[src/rtl/fp7_alu_issue_scheduler_pkg.sv]
// Shared constants and elaboration helpers for the fp7 ALU issue scheduler and its add datapath.
package fp7_alu_issue_scheduler_pkg;

    localparam int DEF_EXPONENT_WIDTH = 8;
    localparam int DEF_MANTISSA_WIDTH = 24;
    // Latency of the compare/align/add/normalize pipeline; scheduler and datapath both use it.
    localparam int ADD_PIPE_LATENCY   = 4;

    function automatic int clog2(input int value);
        int result;
        result = 0;
        for (int i = 0; i < 31; i++) begin
            if ((32'sd1 <<< i) < value) begin
                result = i + 1;
            end else begin
                result = result;
            end
        end
        return result;
    endfunction

    function automatic int op_width(input int exp_w, input int man_w);
        return 1 + exp_w + man_w;
    endfunction

    function automatic int id_width(input int num_req);
        return (clog2(num_req) < 1) ? 1 : clog2(num_req);
    endfunction

endpackage

[src/rtl/fp7_alu_rsp_fifo.sv]
// First-word fall-through response FIFO with occupancy count; push while full is legal only with a pop.
module fp7_alu_rsp_fifo
    import fp7_alu_issue_scheduler_pkg::*;
#(
    parameter int WIDTH = 34,
    parameter int DEPTH = 8,
    localparam int AW = (clog2(DEPTH) < 1) ? 1 : clog2(DEPTH),
    localparam int CW = clog2(DEPTH) + 1
) (
    input  logic             clk,
    input  logic             rst,
    input  logic             i_push,
    input  logic [WIDTH-1:0] i_push_data,
    input  logic             i_pop,
    output logic             o_empty,
    output logic [WIDTH-1:0] o_head,
    output logic [CW-1:0]    o_count
);

    logic [WIDTH-1:0] mem_q [0:DEPTH-1];
    logic [AW-1:0]    wr_ptr_q, wr_ptr_d;
    logic [AW-1:0]    rd_ptr_q, rd_ptr_d;
    logic [CW-1:0]    count_q, count_d;
    logic             push_ok_s;
    logic             pop_ok_s;

    assign pop_ok_s  = i_pop && (count_q != {CW{1'b0}});
    assign push_ok_s = i_push && ((count_q != CW'(DEPTH)) || pop_ok_s);
    assign o_empty   = (count_q == {CW{1'b0}});
    assign o_head    = mem_q[rd_ptr_q];
    assign o_count   = count_q;

    // Pointer and count next-state; depth is a power of two so pointers wrap naturally.
    always_comb begin
        wr_ptr_d = wr_ptr_q;
        rd_ptr_d = rd_ptr_q;
        count_d  = count_q;
        if (push_ok_s) begin
            wr_ptr_d = wr_ptr_q + AW'(1);
        end else begin
            wr_ptr_d = wr_ptr_q;
        end
        if (pop_ok_s) begin
            rd_ptr_d = rd_ptr_q + AW'(1);
        end else begin
            rd_ptr_d = rd_ptr_q;
        end
        case ({push_ok_s, pop_ok_s})
            2'b10:   count_d = count_q + CW'(1);
            2'b01:   count_d = count_q - CW'(1);
            default: count_d = count_q;
        endcase
    end

    // Control state registers.
    always_ff @(posedge clk or posedge rst) begin
        if (rst) begin
            wr_ptr_q <= {AW{1'b0}};
            rd_ptr_q <= {AW{1'b0}};
            count_q  <= {CW{1'b0}};
        end else begin
            wr_ptr_q <= wr_ptr_d;
            rd_ptr_q <= rd_ptr_d;
            count_q  <= count_d;
        end
    end

    // Storage array; contents are meaningless while the count says empty.
    always_ff @(posedge clk) begin
        if (push_ok_s) begin
            mem_q[wr_ptr_q] <= i_push_data;
        end
    end

endmodule

[src/rtl/fp7_alu_issue_scheduler.sv]
// Round-robin, credit-gated issue of requester operands into a fixed-latency fp7 add pipeline,
// with requester tags tracked alongside the pipeline and results collected in order.
module fp7_alu_issue_scheduler
    import fp7_alu_issue_scheduler_pkg::*;
#(
    parameter int NUM_REQ        = 2,
    parameter int EXPONENT_WIDTH = DEF_EXPONENT_WIDTH,
    parameter int MANTISSA_WIDTH = DEF_MANTISSA_WIDTH,
    parameter int PIPE_LATENCY   = ADD_PIPE_LATENCY,
    parameter int FIFO_DEPTH     = 8,
    localparam int OP_WIDTH  = op_width(EXPONENT_WIDTH, MANTISSA_WIDTH),
    localparam int ID_WIDTH  = id_width(NUM_REQ),
    localparam int CNT_WIDTH = clog2(FIFO_DEPTH) + 1
) (
    input  logic                        clk,
    input  logic                        rst,
    input  logic [NUM_REQ-1:0]          i_req_valid,
    output logic [NUM_REQ-1:0]          o_req_ready,
    input  logic [NUM_REQ*OP_WIDTH-1:0] i_req_a,
    input  logic [NUM_REQ*OP_WIDTH-1:0] i_req_b,
    output logic                        o_issue_valid,
    output logic [OP_WIDTH-1:0]         o_issue_a,
    output logic [OP_WIDTH-1:0]         o_issue_b,
    input  logic [OP_WIDTH-1:0]         i_pipe_result,
    output logic                        o_rsp_valid,
    input  logic                        i_rsp_ready,
    output logic [ID_WIDTH-1:0]         o_rsp_id,
    output logic [OP_WIDTH-1:0]         o_rsp_data,
    output logic [CNT_WIDTH-1:0]        o_inflight
);

    logic [ID_WIDTH-1:0]  ptr_q, ptr_d;
    logic                 issue_valid_q, issue_valid_d;
    logic [OP_WIDTH-1:0]  issue_a_q, issue_a_d;
    logic [OP_WIDTH-1:0]  issue_b_q, issue_b_d;
    // Index 0 lines up with the issue register; the last index marks a result due this cycle.
    logic                 tag_vld_q [0:PIPE_LATENCY];
    logic                 tag_vld_d [0:PIPE_LATENCY];
    logic [ID_WIDTH-1:0]  tag_id_q  [0:PIPE_LATENCY];
    logic [ID_WIDTH-1:0]  tag_id_d  [0:PIPE_LATENCY];
    logic [CNT_WIDTH-1:0] inflight_q, inflight_d;

    logic                 grant_found_s;
    logic [ID_WIDTH-1:0]  grant_idx_s;
    logic [ID_WIDTH-1:0]  cand_s;
    logic [OP_WIDTH-1:0]  sel_a_s;
    logic [OP_WIDTH-1:0]  sel_b_s;
    logic [CNT_WIDTH:0]   occupancy_s;
    logic                 credit_ok_s;
    logic                 accept_s;
    logic                 push_s;
    logic                 pop_s;
    logic [CNT_WIDTH-1:0] fifo_count_s;
    logic                 fifo_empty_s;
    logic [ID_WIDTH+OP_WIDTH-1:0] fifo_head_s;

    // Credit ignores a same-cycle pop so that ready never depends on i_rsp_ready.
    assign occupancy_s = {1'b0, fifo_count_s} + {1'b0, inflight_q};
    assign credit_ok_s = (occupancy_s < (CNT_WIDTH+1)'(FIFO_DEPTH));
    assign accept_s    = grant_found_s && credit_ok_s && !rst;
    assign push_s      = tag_vld_q[PIPE_LATENCY];
    assign pop_s       = !fifo_empty_s && i_rsp_ready;

    // Round-robin search starting at the pointer, plus operand selection for the winner.
    always_comb begin
        grant_found_s = 1'b0;
        grant_idx_s   = {ID_WIDTH{1'b0}};
        cand_s        = {ID_WIDTH{1'b0}};
        sel_a_s       = {OP_WIDTH{1'b0}};
        sel_b_s       = {OP_WIDTH{1'b0}};
        for (int i = 0; i < NUM_REQ; i++) begin
            cand_s = ID_WIDTH'((int'(ptr_q) + i) % NUM_REQ);
            if (!grant_found_s && i_req_valid[cand_s]) begin
                grant_found_s = 1'b1;
                grant_idx_s   = cand_s;
            end else begin
                grant_found_s = grant_found_s;
            end
        end
        for (int k = 0; k < NUM_REQ; k++) begin
            if (grant_idx_s == ID_WIDTH'(k)) begin
                sel_a_s = i_req_a[k*OP_WIDTH +: OP_WIDTH];
                sel_b_s = i_req_b[k*OP_WIDTH +: OP_WIDTH];
            end else begin
                sel_a_s = sel_a_s;
            end
        end
    end

    // One-hot ready toward the granted requester only.
    always_comb begin
        o_req_ready = {NUM_REQ{1'b0}};
        for (int k = 0; k < NUM_REQ; k++) begin
            if (accept_s && (grant_idx_s == ID_WIDTH'(k))) begin
                o_req_ready[k] = 1'b1;
            end else begin
                o_req_ready[k] = 1'b0;
            end
        end
    end

    // Issue register, pointer, tag shift and in-flight count next-state.
    always_comb begin
        ptr_d         = ptr_q;
        issue_valid_d = accept_s;
        issue_a_d     = issue_a_q;
        issue_b_d     = issue_b_q;
        inflight_d    = inflight_q;
        if (accept_s) begin
            issue_a_d = sel_a_s;
            issue_b_d = sel_b_s;
            if (grant_idx_s == ID_WIDTH'(NUM_REQ - 1)) begin
                ptr_d = {ID_WIDTH{1'b0}};
            end else begin
                ptr_d = grant_idx_s + ID_WIDTH'(1);
            end
        end else begin
            ptr_d = ptr_q;
        end
        tag_vld_d[0] = accept_s;
        tag_id_d[0]  = grant_idx_s;
        for (int k = 1; k <= PIPE_LATENCY; k++) begin
            tag_vld_d[k] = tag_vld_q[k-1];
            tag_id_d[k]  = tag_id_q[k-1];
        end
        case ({accept_s, push_s})
            2'b10:   inflight_d = inflight_q + CNT_WIDTH'(1);
            2'b01:   inflight_d = inflight_q - CNT_WIDTH'(1);
            default: inflight_d = inflight_q;
        endcase
    end

    // Scheduler state registers; reset drops every in-flight tag.
    always_ff @(posedge clk or posedge rst) begin
        if (rst) begin
            ptr_q         <= {ID_WIDTH{1'b0}};
            issue_valid_q <= 1'b0;
            issue_a_q     <= {OP_WIDTH{1'b0}};
            issue_b_q     <= {OP_WIDTH{1'b0}};
            inflight_q    <= {CNT_WIDTH{1'b0}};
            for (int k = 0; k <= PIPE_LATENCY; k++) begin
                tag_vld_q[k] <= 1'b0;
                tag_id_q[k]  <= {ID_WIDTH{1'b0}};
            end
        end else begin
            ptr_q         <= ptr_d;
            issue_valid_q <= issue_valid_d;
            issue_a_q     <= issue_a_d;
            issue_b_q     <= issue_b_d;
            inflight_q    <= inflight_d;
            for (int k = 0; k <= PIPE_LATENCY; k++) begin
                tag_vld_q[k] <= tag_vld_d[k];
                tag_id_q[k]  <= tag_id_d[k];
            end
        end
    end

    fp7_alu_rsp_fifo #(
        .WIDTH (ID_WIDTH + OP_WIDTH),
        .DEPTH (FIFO_DEPTH)
    ) u_rsp_fifo (
        .clk         (clk),
        .rst         (rst),
        .i_push      (push_s),
        .i_push_data ({tag_id_q[PIPE_LATENCY], i_pipe_result}),
        .i_pop       (pop_s),
        .o_empty     (fifo_empty_s),
        .o_head      (fifo_head_s),
        .o_count     (fifo_count_s)
    );

    assign o_issue_valid = issue_valid_q;
    assign o_issue_a     = issue_a_q;
    assign o_issue_b     = issue_b_q;
    assign o_rsp_valid   = !fifo_empty_s;
    assign o_rsp_id      = fifo_head_s[ID_WIDTH+OP_WIDTH-1 -: ID_WIDTH];
    assign o_rsp_data    = fifo_head_s[OP_WIDTH-1:0];
    assign o_inflight    = inflight_q;

endmodule

[config.mk]
export PLATFORM = sky130hd
export DESIGN_NAME = fp7_alu_issue_scheduler
export DESIGN_NICKNAME = d
export VERILOG_FILES = /design/src/rtl/fp7_alu_issue_scheduler_pkg.sv /design/src/rtl/fp7_alu_rsp_fifo.sv /design/src/rtl/fp7_alu_issue_scheduler.sv
export SDC_FILE = /design/constraint.sdc
export NUM_CORES = 1
export LEC_CHECK = 0
export CORE_MARGIN = 1.5
export CORE_UTILIZATION = 36
export DETAILED_ROUTE_END_ITERATION = 12
export PLACE_DENSITY = 0.7
export SYNTH_ARGS = -nofsm -noshare
export SYNTH_HDL_FRONTEND = slang
export SYNTH_SLANG_ARGS = --single-unit
[constraint.sdc]
create_clock -name clk -period 4.8 [get_ports clk]
set_input_delay 0.96 -clock clk [delete_from_list [all_inputs] [get_ports clk]]
set_output_delay 0.96 -clock clk [all_outputs]
set_load 0.1 [all_outputs]
==> impl_metrics.csv, run 1 <==
group,metric,value,unit
outcome,status,"complete, no violations",
flow_run,maxCapViolCount,0,
synthesis,yosysWarnings,0,
worst_setup_path,crit_family,"flip-flops",
synthesis,syn_area,15100,um^2
synthesis,netlist_top_cells_area,"edfxtp_1 (54%), dfrtp_1 (15%), mux4_2 (10%), a31oi_1 (5.5%), nand3b_1 (3.3%)",
hold_path,worstHoldPathCells,0,
hold_path,min_to,"push_s",
sta,min_period_over_period,88.4,%
cts,path_clk_slew,60,ps
worst_setup_path,rr_startpoint,"u_rsp_fifo.o_count[0]",
worst_setup_path,critPathLaunchType,"register",
cts,cts_made_buffers,39,
routing,vias,9380,
worst_setup_path,required,3840,ps
cts,cts_buffer_depth,3,
die,die_h,208,um
sta,slew_viol_final,0,
cts,cts_hold_buf,0,
hold_path,hp-start,"tag_vld_d[0]",
cells_and_area,syn_to_final_growth,29.8,%
die,io_pins,278,
cts,cts_tree,"yes",
routing,routed_via_density,5.45,
cells_and_area,final-seq-area,10500,um^2
global_routing,track_usage,17.5,%
worst_setup_path,critPathMaxFanout,40,
cells_and_area,final_nets,1346,
die,core,41200,um^2
placement,dpl.hpwl,22300,um
synthesis,syn_nets,1085,
placement,io_buffer_count,277,
routing,wl_per_cell,21.9,um
cells_and_area,drive_gt1_share,19.3,%
die,start_util,36.8,%
cells_and_area,fillers,3503,
hold_path,hp-class,"reg -> reg",
placement,place_congestion,0.761,
cts,root_buffer,"clkbuf_16",
die,die_area,43300,um^2
routing,ant_nets,0,
cts,cts_resized,0,
cts,clock_latency,550,ps
synthesis,synth-seq-area-share,69.0,%
worst_setup_path,crit_type,"reg -> out",
sta,fin_tns_setup,0,ps
cells_and_area,multi_input_area,4350,um^2
synthesis,synthFlopType,"edfxtp_1",
cts,postCtsSetupRepairBufs,0,
worst_setup_path,crit_slowest_cell,"dfrtp_2",
sta,finClkSkew,17.9,ps
synthesis,synth_largest_area_cell,"edfxtp_1",
global_routing,grt_max_degree,133,
synthesis,syn_area_per_cell,16.8,um^2
sta,rsz0062_at_grt,"no",
global_routing,grt.overflow.total,0,
worst_setup_path,path_buf_inv,1,
cts,cts_max_level,2,
sta,finalSetupViolations,0,
global_routing,antenna_found_initial,3,
sta,report.final.hold_viol_count,0,
synthesis,yosys.cell_types.count,41,
global_routing,grt_pass1_vias,9776,
synthesis,synth_top_area_share,53.9,%
worst_setup_path,worstPathArrival,3280,ps
worst_setup_path,rrSetupSlack,1630,ps
worst_setup_path,r2r-end,"u_rsp_fifo.o_count[3]",
global_routing,grt_pass1_wl,57800,um
worst_setup_path,reg2reg_depth,7,
sta,timing.fmax,236,MHz
synthesis,synth_edf_count,272,
worst_setup_path,crit_path_cell_trace,"mux4_2 -> mux2_4 -> clkdlybuf4s50_1",
cts,clock-sinks,363,
die,fp-row-count,74,
sta,tightest_slew,1060,ps
synthesis,async_flop_share,25.1,%
routing,drcViolationCount,0,
routing,firstDrtPassIters,4,
die,die_w,208,um
synthesis,postSynthCellCount,902,
routing,wl,37700,um
sta,fin_crit,4240,ps
routing,first_iter_violations,489,
worst_setup_path,critPathCaptureType,"primary output",
worst_setup_path,max_stage_delay,1040,ps
synthesis,ys_ff_latch,363,
sta,slew_headroom,28.9,%
==> synth_stat cells, types with 2 or more instances <==
library cell and instances:
edfxtp_1 272, a31oi_1 132, dfrtp_1 91, mux4_2 68, o21ai_0 68, nand3b_1 66, clkbuf_1 47, mux2_2 27
buf_2 23, ha_1 11, inv_1 11, mux2_4 10, nand3_1 6, nor3b_1 6, xnor2_1 6, nor2_1 5
a21oi_1 4, buf_4 4, nand2_1 4, nand2b_1 4, nor3_1 4, o211ai_1 4, a2111o_1 2, buf_1 2
buf_12 2, fa_1 2, inv_2 2, mux2_1 2, mux2i_1 2, o311ai_0 2, or4b_2 2, xor2_1 2
==> worst max-delay path by stage <==
stage          depth (start not counted)  slack [ps]                     to                   start
6_report                               3         560         o_rsp_data[20]  u_rsp_fifo.rd_ptr_q[1]
5_1_grt                                3         420         o_rsp_data[20]  u_rsp_fifo.rd_ptr_q[1]
4_1_cts                                3         490         o_rsp_data[20]  u_rsp_fifo.rd_ptr_q[1]
3_5_place_dp                           8         990  u_rsp_fifo.o_count[3]             i_rsp_ready
3_3_place_gp                           8        1090  u_rsp_fifo.o_count[3]             i_rsp_ready
2_1_floorplan                          4         660         o_req_ready[0]           o_inflight[3]
==> metal layers <==
layer  wire [um]  part of all wire [%]  vias up  global-route usage (%)
li1            -                     -     4181                       -
met1       15100                    40     4776                    21.5
met2       18600                    49      351                    29.0
met3        2740                   7.3       66                    4.74
met4        1230                   3.3        6                    7.53
met5          41                  0.11        -                       0
==> logic make-up (layout without fill, tap and decap cells) <==
logic type / Yosys count / in the layout / synth area share (%)
buffers and inverters: 92 / 379 / 2.83
AOI/OAI and AO/OA: 214 / 214 / 8.45
and+or+nand+nor: 103 / 103 / 4.73
DFF: 363 / 363 / 69.0
xor gates and xnor gates: 8 / 8 / 0.463
muxes: 109 / 109 / 13.4
adders and majority gates: 13 / 13 / 1.17
other: 0 / 1 / 0
==> sequential cells by signal, indices dropped and copies added (netlist names) <==
signal / flops
o_inflight: 4
o_issue_a: 33
o_issue_b: 33
ptr_q: 1
push_s: 1
tag_id_d: 4
tag_id_q: 1
tag_vld_d: 4
u_rsp_fifo.mem_q: 272
u_rsp_fifo.o_count: 4
u_rsp_fifo.rd_ptr_q: 3
u_rsp_fifo.wr_ptr_q: 3
==> area by class of cell <==
| type | instances | share of cell area (%) |
|---|---|---|
| clock buffer | 46 | 5.21 |
| antenna | 1 | 0.0127 |
| clock inverter | 21 | 1.13 |
| tap | 532 | 3.39 |
| sequential | 363 | 53.2 |
| timing repair buffer | 299 | 14.7 |
| inverter | 13 | 0.261 |
| multi-input combinational | 447 | 22.1 |
==> metrics by stage <==
step                      utilization, %  hold slack [ps]  instance area, um^2  std cells  setup slack, ps
after floorplan                        -              331                15200        902              657
after global placement              44.7              333                18400       1654             1090
after detailed placement            44.7              335                18400       1654              985
after CTS                           47.7              349                19700       1721              492
after global routing                47.7              353                19700       1721              422
final                               47.7              347                19700       1722              556
==> cells in the final DEF (no fill, tap or decap), drive strengths merged, types with 39 or more instances in the layout <==
cell             n
buf             50
o21ai           69
nand3b          66
clkbuf          46
a31oi          132
edfxtp         272
mux4            68
mux2            39
clkdlybuf4s50  249
dfrtp           91
Power of run 1 is not shown: default switching activity piles up to over one toggle a cycle in this logic, so the estimate is an artifact.
==> run 2: changes to the inputs <==
Settings changed: TNS_END_PERCENT set to 50.
==> results of run 2 <==
Same layout as run 1: the final DEF is identical, and so are final timing and power.
Power of run 2 is left out for the same reason.
